## src/rtl/control_sequencer.sv

```systemverilog
`default_nettype none
// ============================================================================
//  Module   : control_sequencer
//  Purpose  : Control unit for the ALU system datapath. Fetches each
//             instruction in two byte cycles, executes it in one or two
//             cycles, and parks in HALT on the halt opcode.
//  Revision : 1.0 - initial release
// ============================================================================
module control_sequencer #(
    parameter logic [5:0] HALT_OPCODE = 6'h3F
) (
    input  logic        Clock,
    input  logic        Reset,
    input  logic [15:0] IROut,
    input  logic [3:0]  ALU_FlagsOut,
    output logic [2:0]  RF_OutASel,
    output logic [2:0]  RF_OutBSel,
    output logic [2:0]  RF_FunSel,
    output logic [3:0]  RF_RegSel,
    output logic [3:0]  RF_ScrSel,
    output logic [2:0]  ARF_RegSel,
    output logic [1:0]  ARF_FunSel,
    output logic [1:0]  ARF_OutCSel,
    output logic [1:0]  ARF_OutDSel,
    output logic [4:0]  ALU_FunSel,
    output logic        ALU_WF,
    output logic [1:0]  MuxASel,
    output logic [1:0]  MuxBSel,
    output logic [1:0]  MuxCSel,
    output logic        MuxDSel,
    output logic        IR_Write,
    output logic        IR_LH,
    output logic        Mem_CS,
    output logic        Mem_WR,
    output logic        DR_E,
    output logic [1:0]  DR_FunSel,
    output logic [2:0]  T,
    output logic        Halted
);

    // State codes double as the debug T output.
    localparam logic [2:0] c_S_INIT    = 3'd0;
    localparam logic [2:0] c_S_FETCH_L = 3'd1;
    localparam logic [2:0] c_S_FETCH_H = 3'd2;
    localparam logic [2:0] c_S_EXEC1   = 3'd3;
    localparam logic [2:0] c_S_EXEC2   = 3'd4;
    localparam logic [2:0] c_S_HALT    = 3'd7;

    localparam logic [5:0] c_OP_BRA  = 6'h00;
    localparam logic [5:0] c_OP_BNE  = 6'h01;
    localparam logic [5:0] c_OP_BEQ  = 6'h02;
    localparam logic [5:0] c_OP_INC  = 6'h05;
    localparam logic [5:0] c_OP_DEC  = 6'h06;
    localparam logic [5:0] c_OP_ADD  = 6'h07;
    localparam logic [5:0] c_OP_SUB  = 6'h08;
    localparam logic [5:0] c_OP_AND  = 6'h09;
    localparam logic [5:0] c_OP_ORR  = 6'h0A;
    localparam logic [5:0] c_OP_XOR  = 6'h0B;
    localparam logic [5:0] c_OP_MOVL = 6'h10;

    localparam logic [2:0] c_RF_DEC   = 3'b000;
    localparam logic [2:0] c_RF_INC   = 3'b001;
    localparam logic [2:0] c_RF_LOAD  = 3'b010;
    localparam logic [2:0] c_RF_CLEAR = 3'b011;

    localparam logic [1:0] c_ARF_INC   = 2'b01;
    localparam logic [1:0] c_ARF_LOAD  = 2'b10;
    localparam logic [1:0] c_ARF_CLEAR = 2'b11;
    localparam logic [2:0] c_ARF_PC    = 3'b100;

    logic [2:0] r_state;
    logic [2:0] w_next_state;

    // Instruction fields, valid from EXEC1 onward.
    logic [5:0] w_op;
    logic       w_s;
    logic [2:0] w_dst;
    logic [2:0] w_sr1;
    logic [2:0] w_sr2;
    logic [1:0] w_rsel;
    logic       w_z;
    logic       w_flags_unused;

    assign w_op           = IROut[15:10];
    assign w_s            = IROut[9];
    assign w_dst          = IROut[8:6];
    assign w_sr1          = IROut[5:3];
    assign w_sr2          = IROut[2:0];
    assign w_rsel         = IROut[9:8];
    assign w_z            = ALU_FlagsOut[3];
    assign w_flags_unused = ^ALU_FlagsOut[2:0];

    // R1 sits in the MSB of RF_RegSel, R4 in the LSB.
    function automatic logic [3:0] f_onehot(input logic [1:0] idx);
        f_onehot = 4'b1000 >> idx;
    endfunction

    // State register; reset wins over every state including HALT.
    always_ff @(posedge Clock) begin
        if (Reset) begin
            r_state <= c_S_INIT;
        end else begin
            r_state <= w_next_state;
        end
    end

    // Next-state and control-word decode.
    always_comb begin
        w_next_state = c_S_INIT;
        RF_OutASel   = '0;
        RF_OutBSel   = '0;
        RF_FunSel    = '0;
        RF_RegSel    = '0;
        RF_ScrSel    = '0;
        ARF_RegSel   = '0;
        ARF_FunSel   = '0;
        ARF_OutCSel  = '0;
        ARF_OutDSel  = '0;
        ALU_FunSel   = '0;
        ALU_WF       = 1'b0;
        MuxASel      = '0;
        MuxBSel      = '0;
        MuxCSel      = '0;
        MuxDSel      = 1'b0;
        IR_Write     = 1'b0;
        IR_LH        = 1'b0;
        Mem_CS       = 1'b1;
        Mem_WR       = 1'b0;
        DR_E         = 1'b0;
        DR_FunSel    = '0;
        T            = r_state;
        Halted       = 1'b0;

        case (r_state)
            c_S_INIT: begin
                ARF_RegSel   = c_ARF_PC;
                ARF_FunSel   = c_ARF_CLEAR;
                RF_RegSel    = 4'b1111;
                RF_FunSel    = c_RF_CLEAR;
                w_next_state = c_S_FETCH_L;
            end

            c_S_FETCH_L, c_S_FETCH_H: begin
                Mem_CS       = 1'b0;
                Mem_WR       = 1'b0;
                ARF_OutDSel  = 2'b00;
                IR_Write     = 1'b1;
                IR_LH        = (r_state == c_S_FETCH_H);
                ARF_RegSel   = c_ARF_PC;
                ARF_FunSel   = c_ARF_INC;
                w_next_state = (r_state == c_S_FETCH_H) ? c_S_EXEC1 : c_S_FETCH_H;
            end

            c_S_EXEC1: begin
                w_next_state = c_S_FETCH_L;
                if (w_op == HALT_OPCODE) begin
                    w_next_state = c_S_HALT;
                end else begin
                    case (w_op)
                        c_OP_BRA, c_OP_BNE, c_OP_BEQ: begin
                            if ((w_op == c_OP_BRA) ||
                                (w_op == c_OP_BNE && !w_z) ||
                                (w_op == c_OP_BEQ &&  w_z)) begin
                                ARF_RegSel = c_ARF_PC;
                                ARF_FunSel = c_ARF_LOAD;
                                MuxBSel    = 2'b11;
                            end
                        end
                        c_OP_INC, c_OP_DEC: begin
                            // Copy SR1 into DST now, adjust DST in EXEC2.
                            if (w_dst[2] && w_sr1[2]) begin
                                ALU_FunSel   = 5'b10000;
                                MuxDSel      = 1'b0;
                                RF_OutASel   = {1'b0, w_sr1[1:0]};
                                MuxASel      = 2'b00;
                                RF_RegSel    = f_onehot(w_dst[1:0]);
                                RF_FunSel    = c_RF_LOAD;
                                w_next_state = c_S_EXEC2;
                            end
                        end
                        c_OP_ADD, c_OP_SUB, c_OP_AND, c_OP_ORR, c_OP_XOR: begin
                            if (w_dst[2] && w_sr1[2] && w_sr2[2]) begin
                                case (w_op)
                                    c_OP_ADD: ALU_FunSel = 5'b10100;
                                    c_OP_SUB: ALU_FunSel = 5'b10110;
                                    c_OP_AND: ALU_FunSel = 5'b10111;
                                    c_OP_ORR: ALU_FunSel = 5'b11000;
                                    default:  ALU_FunSel = 5'b11001;
                                endcase
                                RF_OutASel = {1'b0, w_sr1[1:0]};
                                RF_OutBSel = {1'b0, w_sr2[1:0]};
                                MuxDSel    = 1'b0;
                                ALU_WF     = w_s;
                                MuxASel    = 2'b00;
                                RF_RegSel  = f_onehot(w_dst[1:0]);
                                RF_FunSel  = c_RF_LOAD;
                            end
                        end
                        c_OP_MOVL: begin
                            MuxASel   = 2'b11;
                            RF_RegSel = f_onehot(w_rsel);
                            RF_FunSel = c_RF_LOAD;
                        end
                        default: begin
                        end
                    endcase
                end
            end

            c_S_EXEC2: begin
                RF_RegSel    = f_onehot(w_dst[1:0]);
                RF_FunSel    = (w_op == c_OP_INC) ? c_RF_INC : c_RF_DEC;
                w_next_state = c_S_FETCH_L;
            end

            c_S_HALT: begin
                Halted       = 1'b1;
                w_next_state = c_S_HALT;
            end

            default: begin
                w_next_state = c_S_INIT;
            end
        endcase

        // While reset is asserted no storage element may be written, so an
        // interrupted EXEC2 (or any other state) never commits its update.
        if (Reset) begin
            RF_RegSel  = '0;
            ARF_RegSel = '0;
            IR_Write   = 1'b0;
            ALU_WF     = 1'b0;
            DR_E       = 1'b0;
            Mem_CS     = 1'b1;
        end
    end

endmodule
`default_nettype wire

```

## config.mk

```make
export PLATFORM = sky130hd
export DESIGN_NAME = control_sequencer
export DESIGN_NICKNAME = d
export VERILOG_FILES = /design/src/rtl/control_sequencer.sv
export SDC_FILE = /design/constraint.sdc
export NUM_CORES = 1
export LEC_CHECK = 0
export CORE_MARGIN = 2
export CORE_UTILIZATION = 30
export CTS_BUF_LIST = sky130_fd_sc_hd__clkbuf_4 sky130_fd_sc_hd__clkbuf_8
export CTS_CLUSTER_SIZE = 16
export DETAILED_ROUTE_END_ITERATION = 6
export GPL_ROUTABILITY_DRIVEN = 0
export GPL_TIMING_DRIVEN = 1
export PLACE_DENSITY_LB_ADDON = 0.1
export SYNTH_ARGS = -nofsm -noshare
export SYNTH_HDL_FRONTEND = slang
export SYNTH_SLANG_ARGS = --single-unit
```

## constraint.sdc

```tcl
create_clock -name Clock -period 1.75 [get_ports Clock]
set_clock_uncertainty 0.1 [all_clocks]
set_input_delay 0.175 -clock Clock [delete_from_list [all_inputs] [get_ports Clock]]
set_output_delay 0.175 -clock Clock [all_outputs]
set_load 0.005 [all_outputs]
```

==> qor.csv, run 1 <==
metric,value,unit
Initial Util,30.8,%
setup TNS,-2.53,ns
multi-input logic area,922,sq um
DRT antenna net count,0,
max_cap viols,0,
# IOs,72,
final worst setup slack,-0.224,ns
Gate power share,64.1,%
Worst path max stage delay,0.41,ns
I/O Buffers,48,
# rows,20,
Initial DRC Count,54,
class of the worst hold path,reg2reg,
Tmin final,1.97,ns
CP endpoint kind,output port,
Critical-path top delay cell,or3_4,
sequential cell area,68.8,sq um
post-layout util,64.8,%
Clk pwr share,22.5,%
GR Overflow Total,0,
"Cell Area, Synth",925,sq um
crit path cell chain,nand3b_4 > o21bai_4 > or3_4 > buf_6 > nor3b_2 > buf_2,
Clock Latency Late Sink,0.23,ns
Synth top cells by count,"buf_4 (23), nor2_1 (14), a21oi_1 (13)",
violated checks,negative setup slack,
number of flip-flops in the largest register,3,
1st-pass router iterations,4,
sequential share of the synthesized area,6.50,%
ANT cells,0,
Max Fclk,507,MHz
final net count,252,
Switching Fraction,35.5,%
"count leader, synth",buf_4,
Fin. Hold Viols,0,
Longest Clk Path Bufs,2,
CP arrival,1.70,ns
Clock Tree Root,clkbuf_4,
H-tree depth,1,
Final setup violation count,16,
GRT Util Overall,19.7,%
first-pass GRT wire length,5420,um
Flop pwr share,13.4,%
initial antenna violation count,0,
"area leader, netlist",buf_4,
"EDFF count, synth",0,
Die Footprint,3540,sq um
Synth Warn #,0,
CTS tree,built,
final wirelength,3540,um
die height,59.5,um
CP Launch Type,register,
final hold slack,0.553,ns
DP HPWL,2490,um
Post-Syn Instances,130,
Core Area,3000,sq um
largest net degree at the start of global routing,10,
clock transition at the registers of the reported paths,0.04,ns
critical path type,reg2out,
outcome,finished with violations,
Seq cells post-synth,3,
FILL cells,277,
Worst EP required,1.47,ns
power per cell area,304,nW/um^2
drc violations,0,
Psw,0.000210,W
Syn Area/Cell,7.11,sq um
hold path depth,3,
FF-to-FF path depth,7,
period utilization,113,%
Pwr Total,0.000591,W
synth unique cells,49,
RSZ-0062 raised after global routing,yes,
Vias/cell,4.78,
ys async rst share,0,%
ratio of cells with drive above 1 in the final layout,53.7,%
"top cells by area, synth","buf_4 (19%), a21oi_1 (7.0%), dfxtp_1 (6.5%), nor2_1 (5.7%), o31a_1 (3.8%)",
Via Count,1252,
Leak,0.927,nW
Final Slew Violations,0,
Worst IR Drop VDD,0.000350,V
Most used DFF post-synth,dfxtp_1,
Cell Int Power,0.000381,W
CTS Sinks,3,
die width,59.5,um
total CTS buffers,3,
vias in the first global route,1239,
Synth top area share,18.7,%
worst-path fanout max,4,
wire per inst,13.5,um
Area Growth Syn to Fin,110,%
worst paths after layout:
kind / from / to / slack, ns
hold / removal: T[0]$_SDFF_PP0_ / T[0]$_SDFF_PP0_ / 0.55
hold reg to reg: T[0]$_SDFF_PP0_ / T[0]$_SDFF_PP0_ / 0.55
setup reg to reg: T[0]$_SDFF_PP0_ / T[1]$_SDFF_PP0_ / 0.43
setup / recovery: T[2]$_SDFF_PP0_ / ALU_WF / -0.22
per-layer routing:
layer / vias up / GRT usage (%) / share of wire [%]
li1: 622 / - / -
met1: 576 / 22.5 / 39
met2: 54 / 37.2 / 54
met3: 0 / 3.06 / 6.7
met4: 0 / 5.40 / 0
met5: - / 0 / 0
cell families (layout without fill, tap and decap cells):
kind of cell	Yosys count	in the layout	synth area share, %
flops	3	3	6.50
other cells	1	20	0.406
compound gates	35	35	28.0
buf+inv	33	113	24.8
xor+xnor	1	1	0.947
simple gates	56	56	38.3
mux	1	1	1.08
power by group through the flow:
stage / sequential (W) / combinational [W] / clock, W
after global routing: 0.0000797 / 0.000410 / 0.000146
after floorplan: 0.0000763 / 0.000155 / 0
after detailed placement: 0.0000796 / 0.000304 / 0
final: 0.0000792 / 0.000379 / 0.000133
after CTS: 0.0000794 / 0.000362 / 0.000139
after global placement: 0.0000792 / 0.000301 / 0
what timing repair did:
| item | in CTS | in global routing |
|---|---|---|
| setup endpoints to repair | 27 | 20 |
| pin swaps | 23 | 4 |
| buffers inserted | 18 | 3 |
| hold buffers | 0 | 0 |
| gates resized for setup | 147 | 16 |
through the flow:
step / instance area [sq um] / instances / setup WS, ns
after floorplan: 998 / 149 / 0.00809
after CTS: 1890 / 260 / -0.265
after global routing: 1940 / 262 / -0.292
after detailed placement: 1590 / 238 / -0.839
final: 1940 / 262 / -0.224
after global placement: 1590 / 238 / -0.844
worst max-delay path, delay by kind of cell (launching register included):
| family | cells | cell delay, ns |
|---|---|---|
| and+or+nand+nor | 3 | 0.71 |
| DFF | 1 | 0.32 |
| buffers and inverters | 2 | 0.27 |
| AOI/OAI and AO/OA | 1 | 0.18 |
cell type report:
| type | instances | share of cell area (%) |
|---|---|---|
| flip-flops and latches | 3 | 3.54 |
| repair buffers | 106 | 44.8 |
| inverters | 3 | 0.579 |
| multi-input cells | 113 | 47.4 |
| clock buffers | 4 | 1.54 |
| well taps | 33 | 2.12 |
placed cells by master (no fill, tap or decap), types with 2 or more instances in the layout:
cell,netlist,routed
a211o_1,2,2
a211oi_4,0,2
a21oi_1,13,9
a21oi_4,0,3
and3_1,2,2
and4b_1,2,2
buf_2,3,17
buf_4,23,46
buf_6,2,13
clkbuf_2,0,2
clkbuf_4,0,4
clkdlybuf4s15_2,0,4
clkdlybuf4s50_1,0,14
conb_1,1,20
dfxtp_4,0,2
dlygate4sd2_1,0,9
inv_1,3,3
nand2_1,8,7
nand2b_1,4,4
nor2_1,14,9
nor2_2,1,2
nor2_4,0,4
nor2b_4,0,2
nor4bb_4,0,2
o21ai_0,3,3
o31a_1,4,4
o31ai_1,2,2
Note: power is estimated with default switching activity, not from simulation.
==> inputs of run 2 (changes only) <==
--- a/config.mk
+++ b/config.mk
@@ -14,4 +14,5 @@
 export GPL_TIMING_DRIVEN = 1
 export PLACE_DENSITY_LB_ADDON = 0.1
+export SLEW_MARGIN = 10
 export SYNTH_ARGS = -nofsm -noshare
 export SYNTH_HDL_FRONTEND = slang
==> constraint.sdc (replaced) <==
create_clock -name Clock -period 1.75 [get_ports Clock]
set_clock_uncertainty 0.1 [all_clocks]
set_input_delay 0.2625 -clock Clock [delete_from_list [all_inputs] [get_ports Clock]]
set_output_delay 0.2625 -clock Clock [all_outputs]
set_load 0.005 [all_outputs]
==> qor.csv, run 2 (synthesis results as in run 1) <==
metric,value,unit,change
clock transition at the registers of the reported paths,0.04,ns,about the same
Fin. Hold Viols,0,,unchanged
die height,59.5,um,unchanged
Clock Latency Late Sink,0.23,ns,about the same
Tmin final,2.08,ns,was 1.97 ns
FILL cells,265,,was 277
GR Overflow Total,0,,unchanged
final hold slack,0.446,ns,was 0.553 ns
DP HPWL,2490,um,about the same
Initial DRC Count,19,,was 54
Critical-path top delay cell,dfxtp_2,,was or3_4
wire per inst,13.7,um,was 13.5 um
Cell Int Power,0.000377,W,was 0.000381 W
CTS tree,built,,unchanged
crit path cell chain,nand3b_4 > o21bai_4 > buf_4 > buf_6 > nor4bb_4 > o31a_1 > buf_2,,was nand3b_4 > o21bai_4 > or3_4 > buf_6 > nor3b_2 > buf_2
post-layout util,66.4,%,was 64.8%
final wirelength,3600,um,was 3540 um
Clock Tree Root,clkbuf_4,,unchanged
drc violations,0,,unchanged
# rows,20,,unchanged
power per cell area,297,nW/um^2,was 304 nW/um^2
outcome,finished with violations,,unchanged
total CTS buffers,3,,unchanged
I/O Buffers,48,,unchanged
Initial Util,30.8,%,unchanged
final worst setup slack,-0.329,ns,was -0.224 ns
number of flip-flops in the largest register,3,,unchanged
cts hold-fix bufs,0,,unchanged
Area Growth Syn to Fin,116,%,was 110%
RSZ-0062 raised after global routing,yes,,unchanged
CP Launch Point,T[2]$_SDFF_PP0_,,unchanged
vias in the first global route,1205,,was 1239
die width,59.5,um,unchanged
initial antenna violation count,0,,unchanged
Switching Fraction,36.3,%,was 35.5%
sequential cell area,68.8,sq um,unchanged
largest net degree at the start of global routing,15,,was 10
first-pass GRT wire length,5550,um,was 5420 um
"delay-heaviest family, CP",simple AND/OR/NAND/NOR gates,,unchanged
H-tree depth,1,,unchanged
Leak,0.959,nW,was 0.927 nW
Reg2Reg Launch Point,T[1]$_SDFF_PP0_,,was T[0]$_SDFF_PP0_
GRT Util Overall,20.0,%,was 19.7%
Via Count,1279,,was 1252
CTS Sinks,3,,unchanged
ANT cells,0,,unchanged
Vias/cell,4.86,,was 4.78
Final setup violation count,19,,was 16
Core Area,3000,sq um,unchanged
violated checks,negative setup slack,,unchanged
"leading cell type in the layout, fill and taps excluded",buf_4,,unchanged
critical path type,reg2out,,unchanged
# IOs,72,,unchanged
pre-CTS setup slack,-1.11,ns,was -0.839 ns
Worst Hold Launch,T[1]$_SDFF_PP0_,,was T[0]$_SDFF_PP0_
worst-path fanout max,4,,unchanged
Worst EP required,1.39,ns,was 1.47 ns
Worst path max stage delay,0.32,ns,was 0.41 ns
CP endpoint kind,output port,,unchanged
Psw,0.000215,W,was 0.000210 W
ratio of cells with drive above 1 in the final layout,58.7,%,was 53.7%
Worst IR Drop VDD,0.000301,V,was 0.000350 V
Pwr Total,0.000591,W,about the same
CP arrival,1.72,ns,was 1.70 ns
1st-pass router iterations,4,,unchanged
CP bufs+invs,3,,was 2
CP Launch Type,register,,unchanged
Clk pwr share,22.7,%,was 22.5%
period utilization,119,%,was 113%
Die Footprint,3540,sq um,unchanged
most frequent cells in the layout,"buf_4 (42), buf_2 (21), conb_1 (20), buf_6 (18), clkdlybuf4s50_1 (12)",,"was buf_4 (46), conb_1 (20), buf_2 (17), clkdlybuf4s50_1 (14), buf_6 (13)"
max_cap viols,0,,unchanged
Longest Clk Path Bufs,2,,unchanged
class of the worst hold path,reg2reg,,unchanged
Max Fclk,481,MHz,was 507 MHz
final net count,253,,was 252
Gate power share,63.9,%,was 64.1%
multi-input logic area,953,sq um,was 922 sq um
DRT antenna net count,0,,unchanged
Final Slew Violations,0,,unchanged
Flop pwr share,13.4,%,about the same
r2r setup slk,0.49,ns,was 0.43 ns
==> run 2: final timing paths <==
check / to / depth (start not counted)
hold reg to reg: T[0]$_SDFF_PP0_ / 2
setup reg to reg: T[1]$_SDFF_PP0_ / 7
setup / recovery: RF_RegSel[1] / 7
hold / removal: T[0]$_SDFF_PP0_ / 2
==> run 2: what timing repair did <==
item                       4_1_cts  5_1_grt
setup endpoints to repair       29       22
resized for setup              167       31
buffers inserted                13        8
pin swaps                       23       14
==> run 2: cell type report <==
class / count / area share, %
inverter: 3 / 0.565
multi-input combinational: 113 / 47.8
sequential: 3 / 3.45
timing repair buffer: 107 / 44.6
clock buffer: 4 / 1.51
tap: 33 / 2.07
==> run 2: metrics by stage <==
stage | TNS [ns] | std cells | area [sq um]
CTS | -4.42 | 256 | 1860
detailed placement | -21.02 | 239 | 1590
floorplan | -0.152 | 149 | 1000
global route | -5.15 | 263 | 1990
finish | -4.01 | 263 | 1990
global placement | -20.27 | 239 | 1590
==> run 2: worst min-delay path: stages, from the launching register on <==
cell	delay [ns]
dfxtp_4	0.35
o311ai_1	0.09
a21oi_1	0.06
==> run 2: routing by layer <==
metal | global-route usage (%) | share of wire, %
met2 | 36.9 | 53
met4 | 4.44 | 0.89
met5 | 0 | 0
met1 | 24.6 | 42
met3 | 1.97 | 3.8
==> run 2: power groups by stage <==
stage | clock network, W | registers [W] | logic [W]
after floorplan | 0 | 0.0000764 | 0.000156
after global routing | 0.000143 | 0.0000794 | 0.000408
after CTS | 0.000139 | 0.0000791 | 0.000341
final | 0.000134 | 0.0000792 | 0.000378
after detailed placement | 0 | 0.0000794 | 0.000309
after global placement | 0 | 0.0000791 | 0.000305
==> inputs of run 3 (changes only) <==
ABC_AREA = 1   (was default)
CAP_MARGIN = 20   (was default)
==> qor.csv, run 3 <==
metric,value,unit,change
RSZ-0062 raised after global routing,yes,,unchanged
clock transition at the registers of the reported paths,0.04,ns,about the same
Clock Latency Late Sink,0.23,ns,about the same
# IOs,72,,unchanged
die width,58.3,um,was 59.5 um
power per cell area,378,nW/um^2,was 297 nW/um^2
CP endpoint kind,output port,,unchanged
largest net degree at the start of global routing,8,,was 15
Worst IR Drop VDD,0.000477,V,was 0.000301 V
Worst Hold Launch,T[0]$_SDFF_PP0_,,was T[1]$_SDFF_PP0_
CTS Sinks,3,,unchanged
Initial DRC Count,25,,was 19
Max Fclk,567,MHz,was 481 MHz
Synth top cells by count,"nand2_1 (46), nor2_1 (33), buf_4 (22), inv_1 (22), nand3_1 (12)",,"was buf_4 (23), nor2_1 (14), a21oi_1 (13)"
GR Overflow Total,0,,unchanged
total CTS buffers,3,,unchanged
violated checks,negative setup slack,,unchanged
Tmin final,1.76,ns,was 2.08 ns
# rows,19,,was 20
Synth Warn #,0,,unchanged
ys async rst share,0,%,unchanged
Switching Fraction,38.7,%,was 36.3%
Pwr Total,0.000681,W,was 0.000591 W
Gate power share,67.5,%,was 63.9%
mux cell area share after synthesis,0,%,was 1.08%
Critical-path top delay cell,nor2_4,,was dfxtp_2
"EDFF count, synth",0,,unchanged
ratio of cells with drive above 1 in the final layout,51.3,%,was 58.7%
Seq cells post-synth,3,,unchanged
I/O Buffers,48,,unchanged
H-tree depth,1,,unchanged
CP Launch Point,IROut[15],,was T[2]$_SDFF_PP0_
DP HPWL,2410,um,was 2490 um
worst-path fanout max,5,,was 4
wire per inst,10.9,um,was 13.7 um
r2r setup slk,0.44,ns,was 0.49 ns
max_cap viols,0,,unchanged
DRT antenna net count,0,,unchanged
GRT Util Overall,20.4,%,was 20.0%
Synth Area in Adders,0,%,unchanged
XOR/XNOR Fraction of Synth Area,0,%,was 0.947%
Initial Util,31.8,%,was 30.8%
Worst EP required,1.39,ns,about the same
Cell Int Power,0.000418,W,was 0.000377 W
Syn Area/Cell,5.11,sq um,was 7.11 sq um
largest family of logic cells by synthesized area,simple AND/OR/NAND/NOR gates,,unchanged
ANT cells,0,,unchanged
Via Count,1289,,was 1279
Area Growth Syn to Fin,104,%,was 116%
post-layout util,64.9,%,was 66.4%
Final setup violation count,2,,was 19
"count leader, synth",nand2_1,,was buf_4
Post-Syn Instances,173,,was 130
vias in the first global route,1289,,was 1205
class of the worst hold path,reg2reg,,unchanged
Flop pwr share,12.4,%,was 13.4%
period utilization,101,%,was 119%
final hold slack,0.485,ns,was 0.446 ns
CP Launch Type,input pin,,was register
synth unique cells,21,,was 49
final net count,292,,was 253
Synth Area in Simple Gates,53.0,%,was 38.3%
most frequent cells in the layout,"buf_4 (43), nand2_1 (31), nor2_1 (23), conb_1 (20), buf_2 (17)",,"was buf_4 (42), buf_2 (21), conb_1 (20), buf_6 (18), clkdlybuf4s50_1 (12)"
"top cells by area, synth","nand2_1 (20%), buf_4 (19%), nor2_1 (14%), inv_1 (9.3%), dfxtp_1 (6.8%)",,"was buf_4 (19%), a21oi_1 (7.0%), dfxtp_1 (6.5%), nor2_1 (5.7%), o31a_1 (3.8%)"
sequential share of the synthesized area,6.80,%,was 6.50%
"Cell Area, Synth",883,sq um,was 925 sq um
Die Footprint,3390,sq um,was 3540 sq um
Longest Clk Path Bufs,2,,unchanged
Most used DFF post-synth,dfxtp_1,,unchanged
CTS tree,built,,unchanged
final wirelength,3270,um,was 3600 um
Final Slew Violations,0,,unchanged
Reg2Reg Launch Point,T[1]$_SDFF_PP0_,,unchanged
Core Area,2780,sq um,was 3000 sq um
crit path cell chain,buf_8 > nor2_4 > buf_12 > nand3_4 > nand2_4 > buf_12 > nand2_4 > nand2_2 > nand2_2 > buf_6 > nor2_4 > buf_2,,was nand3b_4 > o21bai_4 > buf_4 > buf_6 > nor4bb_4 > o31a_1 > buf_2
initial antenna violation count,0,,unchanged
Fin. Hold Viols,0,,unchanged
first-pass GRT wire length,5490,um,was 5550 um
Psw,0.000264,W,was 0.000215 W
outcome,finished with violations,,unchanged
Leak,1.04,nW,was 0.959 nW
complex-gate fraction of the synthesized area,8.78,%,was 28.0%
Synth top area share,19.5,%,was 18.7%
Clock Tree Root,clkbuf_4,,unchanged
Clk pwr share,20.1,%,was 22.7%
Vias/cell,4.30,,was 4.86
drc violations,0,,unchanged
final worst setup slack,-0.0137,ns,was -0.329 ns
1st-pass router iterations,4,,unchanged
number of flip-flops in the largest register,3,,unchanged
"area leader, netlist",nand2_1,,was buf_4
die height,58.3,um,was 59.5 um
critical path type,in2out,,was reg2out
CP arrival,1.40,ns,was 1.72 ns
"leading cell type in the layout, fill and taps excluded",buf_4,,unchanged
Worst path max stage delay,0.14,ns,was 0.32 ns
run 3: cell count changes after synthesis, sizes merged, moves of 3 or more:
cell,before,now
a21oi,13,8
buf,28,22
inv,3,28
nand2,8,51
nand2b,4,0
nand3,3,16
nor2,15,36
o31a,4,0
or2,3,0
run 3: stage by stage:
step	std cells	setup TNS, ns	setup WS (ns)	cell area (sq um)
2_1_floorplan	192	0	0.323	955
3_3_place_gp	283	-13.91	-0.695	1570
3_5_place_dp	283	-14.53	-0.728	1570
4_1_cts	300	-0.145	-0.0785	1770
5_1_grt	300	-0.730	-0.0838	1800
6_report	300	-0.0205	-0.0137	1800
run 3: worst paths after layout:
kind                                        end  cells after the start
worst min register to register  T[2]$_SDFF_PP0_                      3
worst max-delay path              RF_OutASel[0]                     12
worst min-delay path            T[2]$_SDFF_PP0_                      3
worst max register to register  T[1]$_SDFF_PP0_                      9
run 3: kinds of logic after synthesis:
family | after synthesis
buffers and inverters | 51
flip-flops | 3
AND/OR/NAND/NOR | 105
AO/OA/AOI/OAI | 13
other | 1
run 3: what timing repair did:
item,CTS,global route
hold buffers,0,0
resized for setup,156,33
pin swaps,21,22
endpoints found under the setup margin,27,18
setup buffers,14,2
run 3: critical path: cells and delay by family:
family                 cells  cell delay, ns
buffers and inverters      5            0.57
AND/OR/NAND/NOR            7            0.55
run 3: layout make-up:
class	instances	area [sq um]
Sequential cell	3	62.6
Timing Repair Buffer	96	764
Clock buffer	4	30.0
Tap cell	31	38.8
Fill cell	264	977
Inverter	28	113
Multi-Input combinational cell	138	796
run 3: metal layers:
layer | GRT usage (%) | vias to the layer above | share of wire, %
met1 | 24.8 | 554 | 40
met4 | 6.64 | 0 | 1.5
met5 | 0 | - | 0
li1 | - | 685 | -
met2 | 36.8 | 44 | 53
met3 | 2.46 | 6 | 5.6
run 3: power groups by stage:
stage | sequential (W) | clock (W) | combinational, W
after floorplan | 0.0000856 | 0 | 0.000173
after global placement | 0.0000818 | 0 | 0.000405
after detailed placement | 0.0000819 | 0 | 0.000409
after CTS | 0.0000844 | 0.000141 | 0.000429
after global routing | 0.0000850 | 0.000150 | 0.000508
final | 0.0000844 | 0.000137 | 0.000460
